==> src/rtl/bit_serial_adder_if.sv <==
// Request/result bundle for the bit-serial adder: operands and start in,
// busy/done status and the registered result out.
interface bit_serial_adder_if #(
  parameter int WIDTH = 8
);
  logic             start;
  logic [WIDTH-1:0] a;
  logic [WIDTH-1:0] b;
  logic             cin;
  logic             busy;
  logic             done;
  logic [WIDTH-1:0] sum;
  logic             cout;

  modport master (
    output start, a, b, cin,
    input  busy, done, sum, cout
  );

  modport slave (
    input  start, a, b, cin,
    output busy, done, sum, cout
  );
endinterface

==> src/rtl/bit_serial_adder.sv <==
// Multi-bit adder built from one full-adder slice reused over WIDTH clocks,
// LSB first, with a registered carry between bit positions.
module bit_serial_adder #(
  parameter int WIDTH = 8
) (
  input logic              clk,
  input logic              rst,
  bit_serial_adder_if.slave bus
);

  localparam int CNT_W = $clog2(WIDTH);

  typedef enum logic [1:0] {
    IDLE,
    RUN,
    DONE
  } state_t;

  state_t           state;
  state_t           state_next;
  logic [WIDTH-1:0] a_sr;
  logic [WIDTH-1:0] b_sr;
  logic [WIDTH-1:0] acc;
  logic [WIDTH-1:0] sum_q;
  logic             carry;
  logic             cout_q;
  logic [CNT_W-1:0] cnt;
  logic             bit_sum;
  logic             bit_carry;
  logic             last_bit;
  logic             accept;

  assign bit_sum   = a_sr[0] ^ b_sr[0] ^ carry;
  assign bit_carry = (a_sr[0] & b_sr[0]) | (a_sr[0] & carry) | (b_sr[0] & carry);
  assign last_bit  = (cnt == CNT_W'(WIDTH - 1));
  // DONE accepts a new request just like IDLE, so back-to-back ops lose no cycle
  assign accept    = bus.start && (state != RUN);

  always_ff @(posedge clk) begin
    if (rst) begin
      state <= IDLE;
    end else begin
      state <= state_next;
    end
  end

  always_comb begin
    state_next = state;
    case (state)
      IDLE:    if (bus.start) state_next = RUN;
      RUN:     if (last_bit) state_next = DONE;
      DONE:    state_next = bus.start ? RUN : IDLE;
      default: state_next = IDLE;
    endcase
  end

  always_comb begin
    bus.busy = 1'b0;
    bus.done = 1'b0;
    case (state)
      RUN:     bus.busy = 1'b1;
      DONE:    bus.done = 1'b1;
      default: ;
    endcase
  end

  // The counter parks at WIDTH-1 after the final bit instead of wrapping
  always_ff @(posedge clk) begin
    if (rst) begin
      a_sr   <= '0;
      b_sr   <= '0;
      acc    <= '0;
      carry  <= 1'b0;
      cnt    <= '0;
      sum_q  <= '0;
      cout_q <= 1'b0;
    end else if (accept) begin
      a_sr  <= bus.a;
      b_sr  <= bus.b;
      carry <= bus.cin;
      acc   <= '0;
      cnt   <= '0;
    end else if (state == RUN) begin
      a_sr  <= a_sr >> 1;
      b_sr  <= b_sr >> 1;
      carry <= bit_carry;
      acc   <= {bit_sum, acc[WIDTH-1:1]};
      if (last_bit) begin
        sum_q  <= {bit_sum, acc[WIDTH-1:1]};
        cout_q <= bit_carry;
      end else begin
        cnt <= cnt + CNT_W'(1);
      end
    end
  end

  assign bus.sum  = sum_q;
  assign bus.cout = cout_q;

endmodule

==> src/flat_wrapper.sv <==
// flat-port wrapper written by rule: the top's interface ports become plain ports
module bit_serial_adder_flat 
#(
  parameter int WIDTH = 8
)
  (clk, rst, bus_start, bus_a, bus_b, bus_cin, bus_busy, bus_done, bus_sum, bus_cout);
  bit_serial_adder_if #(.WIDTH(WIDTH)) bus_i ();
  input logic clk;
  input logic rst;
  input wire logic [$bits(bus_i.start)-1:0] bus_start;
  input wire logic [$bits(bus_i.a)-1:0] bus_a;
  input wire logic [$bits(bus_i.b)-1:0] bus_b;
  input wire logic [$bits(bus_i.cin)-1:0] bus_cin;
  output wire logic [$bits(bus_i.busy)-1:0] bus_busy;
  output wire logic [$bits(bus_i.done)-1:0] bus_done;
  output wire logic [$bits(bus_i.sum)-1:0] bus_sum;
  output wire logic [$bits(bus_i.cout)-1:0] bus_cout;
  assign bus_i.start = bus_start;
  assign bus_i.a = bus_a;
  assign bus_i.b = bus_b;
  assign bus_i.cin = bus_cin;
  assign bus_busy = bus_i.busy;
  assign bus_done = bus_i.done;
  assign bus_sum = bus_i.sum;
  assign bus_cout = bus_i.cout;
  bit_serial_adder #(.WIDTH(WIDTH)) u_core (.clk(clk), .rst(rst), .bus(bus_i));
endmodule
==> config.mk <==
export PLATFORM = sky130hd
export DESIGN_NAME = bit_serial_adder_flat
export DESIGN_NICKNAME = d
export VERILOG_FILES = /design/src/rtl/bit_serial_adder_if.sv /design/src/rtl/bit_serial_adder.sv /design/src/flat_wrapper.sv
export SDC_FILE = /design/constraint.sdc
export NUM_CORES = 1
export LEC_CHECK = 0
export CELL_PAD_IN_SITES_DETAIL_PLACEMENT = 0
export CELL_PAD_IN_SITES_GLOBAL_PLACEMENT = 2
export CORE_ASPECT_RATIO = 0.75
export CORE_MARGIN = 4
export CORE_UTILIZATION = 23
export CTS_CLUSTER_DIAMETER = 150
export DETAILED_ROUTE_END_ITERATION = 12
export PLACE_DENSITY_LB_ADDON = 0.1
export SYNTH_ARGS = -nofsm -noshare
export SYNTH_HDL_FRONTEND = slang
export SYNTH_SLANG_ARGS = --single-unit
==> constraint.sdc <==
create_clock -name clk -period 1.98 [get_ports clk]
set_clock_uncertainty 0.05 [all_clocks]
set_input_delay 0.198 -clock clk [delete_from_list [all_inputs] [get_ports clk]]
set_output_delay 0.198 -clock clk [all_outputs]
set_load 0.005 [all_outputs]
==> summary.md <==
Cells and area
* Non-Filler Cell Area, Final: 0.002061 mm²
* share of the core filled with cells in the final layout: 30.16%
* Layout Area Growth over Synthesis: 27.38%
* Final Instance Count excl. Fillers: 283
* Antenna Diode Count: 0
* Nets: 222
* share of post-route cells with drive strength above 1: 12.06%
* number of inserted filler cells in the final layout: 721

Synth
* sequential cell area fraction in the yosys report: 47.02%
* count of unique library cells instantiated by Yosys: 25
* leading area contributor after synthesis: sky130_fd_sc_hd__dfxtp_1
* biggest area contributors in the synthesized netlist: sky130_fd_sc_hd__dfxtp_1 47%, sky130_fd_sc_hd__mux2i_1 11%, sky130_fd_sc_hd__a211oi_2 7.7%
* syn_nets: 192
* netlist area before placement: 0.001618 mm²
* total of flip-flops plus latches after synthesis: 38
* count of mapped cells out of synthesis: 169
* area fraction of the dominant cell type after synthesis: 47.02%
* number of synthesis warnings: 0
* synthesized area per cell: 9.573 µm²

Routing
* via density per instance: 4.357
* final wirelength: 3526 µm
* Routed Antenna Nets: 0
* Detailed Route Iter0 Violations: 35
* Met2 Routed Length: 1582 µm
* overall via count from detail_route: 1233
* metal3 WL: 100 µm
* uppermost layer routed: met4
* average wire per standard cell: 12.46 µm
* first-pass iteration count of the detailed router: 4
* residual DRC count: 0
* post-route met1 wirelength: 1793 µm

Power and ir drop
* maximum resistive drop on vdd: 0.2368 mV
* combinational group share of total power: 13.9%
* Psw: 377.0 µW
* sequential power share: 53.9%
* switch share: 24.69%
* leakage: 0.7624 nW
* total power draw: 1.527 mW
* Cell Int Power: 1.150 mW
* power density over the cells: 740.9 mW/mm²
* part of the power in the clock network: 32.2%

Critical path
* CP required: 1.73 ns
* Setup crit end kind: output port
* setup slack of the most critical reg-to-reg path: 0.26 ns
* Setup CP Type: flip-flop to output port
* maximum net fanout on the critical path: 14
* Worst R2R End: u_core.bus.sum[3]
* worst-case reg-to-reg path depth: 5
* category of the worst setup path launch point: flip-flop
* arrival time of the worst setup path: 1.60 ns
* reg-to-reg startpoint: u_core.cnt[0]

Place
* number of placed cells counting well taps: 276
* port bufs: 30
* Post-DP Area: 0.001984 mm²
* Worst Setup Slack post-DPL: 0.2316 ns
* routability-driven placement congestion ratio: 0.6894
* final HPWL from detailed placement: 2528 µm

Timing
* final worst-path cycle share: 93.30%
* Worst slew margin: 70.95%
* slew at the pin closest to its max-slew limit: 0.4357 ns
* maximum operating frequency: 541.3 MHz
* worst hold margin: 0.4048 ns
* final worst-path setup slack: 0.1327 ns
* unrepaired setup endpoints after global routing: false
* Sum Neg Setup Slack: 0 ns
* hold violation count in the final report: 0
* Setup violations, final: 0
* number of slew-limit violations in the final report: 0
* clock period minus worst slack: 1.847 ns

Global route
* overflow left after global routing: 0
* vias in the first global route: 1222
* GRT Resource Usage Total: 9.028%
* first-pass GRT wire length: 5947 µm
* maximum number of pins on one net before global-route repair: 29
* initial antenna violation count: 0

Floorplanning
* DIE HEIGHT: 80.63 µm
* placeable core region: 0.006832 mm²
* effective utilization at floorplan: 23.68%
* Chip Width: 104.8 µm
* total I/O pin count: 31
* Total Die Area: 0.008453 mm²
* std cell rows: 26

Clock network
* clock net sink count: 38
* Longest Clk Path Bufs: 2
* maximum level of the CTS H-tree: 2
* TritonCTS clock tree: yes
* number of buffers added to fix hold violations after cts: 0
* clock edge transition at the registers on the reported setup and hold paths: 0.07 ns
* source-to-sink clock delay at the later pin of the worst-skew pair: 0.28 ns
* Setup Buffers After CTS: 0
* master cell of the clock root buffer: sky130_fd_sc_hd__clkbuf_8
* TritonCTS buffer count: 5

Status
* run status: complete, no violations

Worst hold path
* Tightest Hold Check Type: flip-flop to flip-flop
* Hold Path Depth: 2
* WHS Endpoint: u_core.bus.sum[7]
* start point of the worst hold path: u_core.bus.sum[7]

Run
* Max Cap Viol: 0

routing by layer:
layer	vias up	global-route usage (%)
met5	-	0
met4	0	4.587
li1	640	-
met1	572	11.70
met2	16	13.64
met3	5	2.651
logic make-up (layout without fill, tap and decap cells):
logic type / Yosys count / after routing / share of synthesized area (%)
mux: 17 / 17 / 10.52
simple gates: 58 / 58 / 15.39
buf+inv: 15 / 45 / 6.728
flops: 38 / 38 / 47.02
xor+xnor: 1 / 1 / 0.5415
fa+ha+maj: 3 / 3 / 2.784
compound gates: 37 / 37 / 17.02
flip-flops by register name, summed over array words and instances (netlist names):
name / count
u_core.bus.sum: 8
u_core.carry: 1
u_core.a_sr: 8
u_core.acc: 7
u_core.cnt: 3
u_core.b_sr: 8
u_core.bus.cout: 1
u_core.state: 2
layout by cell type, fill, tap and decap left out:
cell / count
sky130_fd_sc_hd__dfxtp_1: 38
sky130_fd_sc_hd__clkdlybuf4s50_1: 30
sky130_fd_sc_hd__nand2_1: 25
sky130_fd_sc_hd__a21oi_1: 19
sky130_fd_sc_hd__nor2_1: 18
sky130_fd_sc_hd__mux2i_1: 17
sky130_fd_sc_hd__a211oi_2: 10
sky130_fd_sc_hd__nand3_1: 9
sky130_fd_sc_hd__a211oi_1: 5
sky130_fd_sc_hd__clkbuf_8: 5
sky130_fd_sc_hd__buf_4: 5
sky130_fd_sc_hd__nor3_1: 2
sky130_fd_sc_hd__o21ai_0: 2
sky130_fd_sc_hd__ha_1: 2
sky130_fd_sc_hd__clkbuf_1: 2
sky130_fd_sc_hd__nand2b_2: 1
sky130_fd_sc_hd__inv_4: 1
sky130_fd_sc_hd__nor2b_1: 1
sky130_fd_sc_hd__nand3b_1: 1
sky130_fd_sc_hd__a21o_1: 1
sky130_fd_sc_hd__nor3b_2: 1
sky130_fd_sc_hd__xnor2_1: 1
sky130_fd_sc_hd__inv_1: 1
sky130_fd_sc_hd__fa_1: 1
sky130_fd_sc_hd__buf_12: 1
critical path, cell delays in order (launching register included):
cell and delay, ns:
sky130_fd_sc_hd__dfxtp_1 0.33, sky130_fd_sc_hd__nand2b_2 0.37, sky130_fd_sc_hd__inv_4 0.11, sky130_fd_sc_hd__clkdlybuf4s50_1 0.50
timing repair:
action	CTS	global route
endpoints found under the hold margin	0	0
setup endpoints to repair	0	3
gates resized for setup	0	0
power groups by stage:
stage	combinational (mW)	sequential, mW	clock [mW]
2_1_floorplan	0.151	0.835	0
3_3_place_gp	0.212	0.840	0
3_5_place_dp	0.214	0.840	0
4_1_cts	0.216	0.823	0.525
5_1_grt	0.237	0.828	0.559
6_report	0.212	0.823	0.492
worst max-delay path by stage:
stage | cells past startpoint | endpoint | from
final | 3 | bus_busy | u_core.state[1]
after global routing | 5 | u_core.bus.sum[1] | u_core.cnt[0]
after CTS | 3 | bus_busy | u_core.state[1]
after detailed placement | 5 | u_core.bus.sum[2] | u_core.cnt[0]
after global placement | 5 | u_core.bus.sum[3] | u_core.cnt[0]
after floorplan | 5 | u_core.cnt[1] | u_core.cnt[0]
cell type report:
type	instances	area, µm²	area share (%)
multi-input combinational	116	750.7	36.43
timing repair buffer	36	357.8	17.36
sequential	38	760.7	36.92
inverter	2	10.01	0.4857
clock buffer	7	76.32	3.704
tap	84	105.1	5.100
cell usage after synthesis, drive strengths merged:
master  instances
clkbuf          1
a21o            1
nor2b           1
nor2           18
a21oi          19
nand2b          1
nor3            2
nand3           9
xnor2           1
a211oi         15
nand3b          1
buf            12
nor3b           1
nand2          25
inv             2
dfxtp          38
o21ai           2
fa              1
ha              2
mux2i          17
No activity file was read; power rests on OpenSTA's default activity.
